[config.mk]
export PLATFORM = sky130hd
export DESIGN_NAME = rf_wr_arbiter
export DESIGN_NICKNAME = d
export VERILOG_FILES = /design/src/rtl/rf_arb_pkg.sv /design/src/rtl/rr_pick.sv /design/src/rtl/rf_wr_arbiter.sv
export SDC_FILE = /design/constraint.sdc
export NUM_CORES = 1
export LEC_CHECK = 0
export ABC_AREA = 1
export CAP_MARGIN = 40
export CORE_UTILIZATION = 42
export CTS_BUF_LIST = sky130_fd_sc_hd__clkbuf_8
export DETAILED_ROUTE_END_ITERATION = 8
export GPL_TIMING_DRIVEN = 0
export PLACE_DENSITY = 0.83
export SYNTH_ARGS = -nofsm -noshare
export SYNTH_HDL_FRONTEND = slang
export SYNTH_SLANG_ARGS = --single-unit
[constraint.sdc]
create_clock -name clk -period 2.94 [get_ports clk]
set_input_delay 0.588 -clock clk [delete_from_list [all_inputs] [get_ports clk]]
set_output_delay 0.588 -clock clk [all_outputs]
set_load 0.02 [all_outputs]
[src/rtl/rf_arb_pkg.sv]
// Shared constants and helpers for the register-file write-port arbiter.
package rf_arb_pkg;

    localparam int RF_NREQ = 3;
    localparam int RF_AW   = 5;
    localparam int RF_DW   = 32;

    typedef enum logic [1:0] {
        REQ_ALU = 2'd0,
        REQ_LSU = 2'd1,
        REQ_DBG = 2'd2
    } req_id_e;

    // Round-robin successor of a requester index.
    function automatic int rr_next(input int idx, input int n);
        return (idx + 1 >= n) ? 0 : idx + 1;
    endfunction

    function automatic int ptr_w(input int n);
        return (n > 1) ? $clog2(n) : 1;
    endfunction

endpackage

[src/rtl/rr_pick.sv]
// Combinational round-robin selector: first valid requester at or after ptr wins.
module rr_pick
    import rf_arb_pkg::*;
#(
    parameter int NREQ = RF_NREQ,
    parameter int PW   = ptr_w(RF_NREQ)
) (
    input  logic [NREQ-1:0] valid_i,
    input  logic [PW-1:0]   ptr_i,
    input  logic            en_i,
    output logic [NREQ-1:0] grant_o,
    output logic [PW-1:0]   idx_o
);

    int            w_cand;
    logic [PW-1:0] w_cand_idx;
    logic          w_found;

    // NOTE: every signal driven here gets a default first so no latch is inferred.
    always_comb begin
        grant_o    = '0;
        idx_o      = '0;
        w_found    = 1'b0;
        w_cand     = 0;
        w_cand_idx = '0;
        for (int k = 0; k < NREQ; k++) begin
            w_cand = int'(ptr_i) + k;
            if (w_cand >= NREQ) begin
                w_cand = w_cand - NREQ;
            end
            w_cand_idx = PW'(w_cand);
            if (en_i && !w_found && valid_i[w_cand_idx]) begin
                w_found             = 1'b1;
                grant_o[w_cand_idx] = 1'b1;
                idx_o               = w_cand_idx;
            end
        end
    end

endmodule

[src/rtl/rf_wr_arbiter.sv]
// Round-robin arbiter sharing the register file write port; one-entry output stage,
// freeze stalls acceptance and writes, writes to x0 are absorbed and counted.
module rf_wr_arbiter
    import rf_arb_pkg::*;
#(
    parameter int NREQ = RF_NREQ,
    parameter int AW   = RF_AW,
    parameter int DW   = RF_DW
) (
    input  logic             clk,
    input  logic             rst,
    input  logic             freeze_i,
    input  logic [NREQ-1:0]  req_valid_i,
    output logic [NREQ-1:0]  req_ready_o,
    input  logic [NREQ*AW-1:0] req_addr_i,
    input  logic [NREQ*DW-1:0] req_data_i,
    output logic             rf_we_o,
    output logic [AW-1:0]    rf_wa_o,
    output logic [DW-1:0]    rf_wd_o,
    output logic [NREQ-1:0]  grant_o,
    output logic [15:0]      wr_cnt_o,
    output logic [7:0]       x0_cnt_o
);

    localparam int PW = ptr_w(NREQ);

    logic [PW-1:0]   r_ptr;
    logic            r_pend;
    logic [AW-1:0]   r_wa;
    logic [DW-1:0]   r_wd;
    logic [NREQ-1:0] r_grant;
    logic [15:0]     r_wr_cnt;
    logic [7:0]      r_x0_cnt;

    logic            w_en;
    logic [NREQ-1:0] w_grant;
    logic [PW-1:0]   w_idx;
    logic            w_xfer;
    logic [AW-1:0]   w_sel_addr;
    logic [DW-1:0]   w_sel_data;

    assign w_en = !freeze_i && !rst;

    rr_pick #(
        .NREQ (NREQ),
        .PW   (PW)
    ) u_pick (
        .valid_i (req_valid_i),
        .ptr_i   (r_ptr),
        .en_i    (w_en),
        .grant_o (w_grant),
        .idx_o   (w_idx)
    );

    assign req_ready_o = w_grant;
    assign w_xfer      = |w_grant;
    assign w_sel_addr  = req_addr_i[int'(w_idx)*AW +: AW];
    assign w_sel_data  = req_data_i[int'(w_idx)*DW +: DW];

    // A pending write caught by reset is dropped, so reset also masks the enable.
    assign rf_we_o  = r_pend && !freeze_i && !rst;
    assign rf_wa_o  = r_wa;
    assign rf_wd_o  = r_wd;
    assign grant_o  = r_grant;
    assign wr_cnt_o = r_wr_cnt;
    assign x0_cnt_o = r_x0_cnt;

    // NOTE: sequential state uses non-blocking assignments so every register sees pre-edge values.
    always_ff @(posedge clk) begin
        if (rst) begin
            r_ptr    <= PW'(REQ_ALU);
            r_pend   <= 1'b0;
            r_wa     <= '0;
            r_wd     <= '0;
            r_grant  <= '0;
            r_wr_cnt <= '0;
            r_x0_cnt <= '0;
        end else begin
            if (rf_we_o) begin
                r_pend   <= 1'b0;
                r_grant  <= '0;
                r_wr_cnt <= r_wr_cnt + 16'd1;
            end
            if (w_xfer) begin
                r_ptr <= PW'(rr_next(int'(w_idx), NREQ));
                if (w_sel_addr != '0) begin
                    r_pend  <= 1'b1;
                    r_wa    <= w_sel_addr;
                    r_wd    <= w_sel_data;
                    r_grant <= w_grant;
                end else if (r_x0_cnt != 8'hFF) begin
                    r_x0_cnt <= r_x0_cnt + 8'd1;
                end
            end
        end
    end

endmodule

==> summary.md <==
| Metric | Value |
|---|---|
| # port buffers | 183 |
| Largest net degree at the start of global routing | 14 |
| Grt met3 use | roughly 6.6% |
| Met2 Use GR | 48.65% |
| Total Wirelength | 12.88 mm |
| Routed Antenna Nets | 0 |
| Number of vias in the routed layout | approximately 4,800 |
| Core Footprint | between 8000 and 9000 um^2 |
| Layout Nets | 940 |
| Post-DP HPWL | 9.967 mm |
| Clock H-tree levels | 3 |
| Gr usage total | approximately a quarter |
| DIE HEIGHT | 97.01 um |
| CTS tree | yes |
| First drt pass iteration count | 5 |
| Pwr Total | 5.263 mW |
| Slew HR | 64.19% |
| Die W | about 97 um |
| Worst Path Class, Setup | reg -> reg |
| Fmax achieved | 346.4 MHz |
| Comb pwr share | 58.2% |
| CTS buffer count | 9 |
| Worst endpoint required time | 3190 ps |
| Crit-path slowest cell | dfxtp_4 |
| Routability cong. | 0.8513 |
| Synth Area in Simple Gates | about two fifths |
| Run status | complete, no violations |
| First-pass GRT wire length | 20.00 mm |
| VDD IR-drop max | about 0.34 mV |
| Ordered cell list for the critical path | inv_1, ha_4, inv_2, nand2_1, nand3_1, nand2_2, nand4_1, nand2_2, nand2_1, buf_6, nand2_1, nand2_1, a21oi_2, nand3_2, nor2_4, nor2_4, buf_4, buf_4, nor2_1, nor2_1 |
| Max-cap viol count | 0 |
| Critical Path Most Common Cell | nand2_1 |
| Synth top area cells | dfxtp_1 (35%), nand2_1 (19%), a21oi_1 (12%) |
| Clk buf depth | 2 |
| Reg power frac | 25.1% |
| Yosys top cell by area | dfxtp_1 |
| GRT busiest layer | met2 |
| Worst min-delay path class | reg -> reg |
| Clock transition at path regs | 80 ps |
| Post-synth top area share | 35.38% |
| Worst path arrival time | 3140 ps |
| Global route overflow | 0 |
| Ys async rst share | 0% |
| TNS Setup | 0 ps |
| Ant diodes | 0 |
| Fin. max-slew vios | 0 |
| Slowest stage delay, CP | around 380 ps |
| WL/cell | 13.85 um |
| IO Pins | 185 |
| Vias per Instance | a little over 5 |
| Final setup fails | 0 |
| Largest family of logic cells by synthesized area | simple AND/OR/NAND/NOR gates |
| Syn Nets | 733 |
| Hold Vio Cnt, Final | 0 |
| Worst-path maximum fanout | 10 |
| Sequential element share of the synthesized area | ~35% |
| CTS Sinks | 67 |
| Clock Latency Late Sink | 350 ps |
| Ys Warns | 0 |
| Int Power | around 3 mW |
| RSZ-0062 raised after global routing | yes |
| Post-synth EDFFs | 0 |
| #FFs+latches synth | 67 |
| Vias in the first global route | 4,523 |
| Initial antenna violation count | 0 |
| Synth cell types | 34 |
| Layout cells sized above 1 | between 10% and 20% |
| Rows | 34 |
| Met1 Track Usage GR | between 20 and 30% |
| Die area | 9410 um^2 |
| Most common cell after layout, fill and taps aside | nand2_1 |
| Clock Skew | ~5.7 ps |
| Most frequent cells in the layout | nand2_1 (191), clkdlybuf4s50_1 (179), nor2_1 (100), a21oi_1 (89), dfxtp_1 (65) |
| Synth Area in Compound Gates | 15.25% |
| Net Switching | 2.311 mW |
| Post-synthesis xor/xnor area fraction | 1.386% |
| Post-Synth Adder-Cell Area | between 1.5 and 2% |
| Multiplexer share of the synthesized area | 0% |
| Initial core utilization | ~43% |
| Ys flop type | dfxtp_1 |
| Clock share of power | 16.7% |
| Final Critical Period | 2887 ps |
| Tcrit/Tclk final | 98.20% |
| CTS root buffer | clkbuf_8 |
| Crit start category | register |
| Initial drt markers | around 210 |
| Leakage | 2.574 nW |
| Syn Inst Count | between 600 and 700 |
| Worst Setup End Kind | register |
| Avg Inst Size Synth | approximately 6.2 um^2 |
| Syn Std Cell Area | roughly 3800 um^2 |
| P&R area growth vs syn | 64.19% |
| Power Dens Cells | 845.5 nW/um^2 |
| Slew @ Worst Pin | 537.1 ps |
| Drt drc | 0 |
| Switching fraction of total power | about 44% |
through the flow:
step	instances	area [um^2]	setup WS (ps)	util (%)	hold slack, ps
final	930	6225	52.82	71.38	485.9
after global routing	930	6225	-109.7	71.38	510.3
after CTS	919	6055	16.60	69.43	477.8
after detailed placement	901	5758	-527.0	66.03	464.7
after global placement	901	5758	-473.4	66.03	455.6
after floorplan	610	3791	296.8	-	443.7
sequential cells by signal (all words and copies together), names as in the netlist:
| register | flops |
|---|---|
| rf_wd_o | 32 |
| r_ptr | 2 |
| rf_wa_o | 5 |
| x0_cnt_o | 8 |
| r_pend | 1 |
| grant_o | 3 |
| wr_cnt_o | 16 |
timing repair:
action,4_1_cts,5_1_grt
setup endpoints to repair,47,56
setup buffers,2,11
gates resized for setup,23,39
hold buffers,0,0
pin swaps,2,12
power groups by stage:
stage | logic, mW | clock network (mW) | registers [mW]
3_3_place_gp | 2.73 | 0 | 1.32
5_1_grt | 3.33 | 0.927 | 1.35
6_report | 3.06 | 0.878 | 1.32
2_1_floorplan | 1.48 | 0 | 1.58
4_1_cts | 2.87 | 0.878 | 1.32
3_5_place_dp | 2.79 | 0 | 1.33
metal layers:
layer / vias up / share of wire, %
met1: 2196 / 40
li1: 2376 / -
met3: 24 / 6.3
met5: - / 0
met2: 197 / 52
met4: 0 / 1.9
area by class of cell:
cell class / count / area, um^2
tap: 108 / 135.1
timing repair buffer: 196 / 1917
buffer: 28 / 168.9
fill: 721 / 2496
inverter: 42 / 160.2
sequential: 67 / 1346
clock inverter: 7 / 100.1
clock buffer: 9 / 123.9
multi-input combinational: 473 / 2273
cells in the mapped netlist (all sizes together) (2+ instances only):
master / count
nand4: 14
buf: 13
nor3b: 2
inv: 41
nand2: 198
a21boi: 2
nor2: 107
a21oi: 92
nand3: 24
ha: 6
dfxtp: 67
xor2: 5
nor3: 3
o21ai: 11
clkbuf: 15
final timing paths:
check | start | to | slack, ps | depth (start not counted)
hold / removal | rf_wd_o[23] | rf_wd_o[23] | 490 | 2
hold reg to reg | rf_wd_o[23] | rf_wd_o[23] | 490 | 2
setup / recovery | r_ptr[0] | rf_wd_o[19] | 50 | 20
setup reg to reg | r_ptr[0] | rf_wd_o[19] | 50 | 20
cell families after synthesis:
kind of cell    Yosys count
simple gates            350
compound gates          111
buf+inv                  70
flops                    67
xor+xnor                  6
fa+ha+maj                 6
worst max-delay path: cells and delay by family (launching register included):
family | cells | cell delay, ps
adders and majority gates | 1 | 300
AOI/OAI and AO/OA | 1 | 200
and+or+nand+nor | 13 | 1270
buffers and inverters | 5 | 620
DFF | 1 | 380
Power figures use the tool's default switching activity.
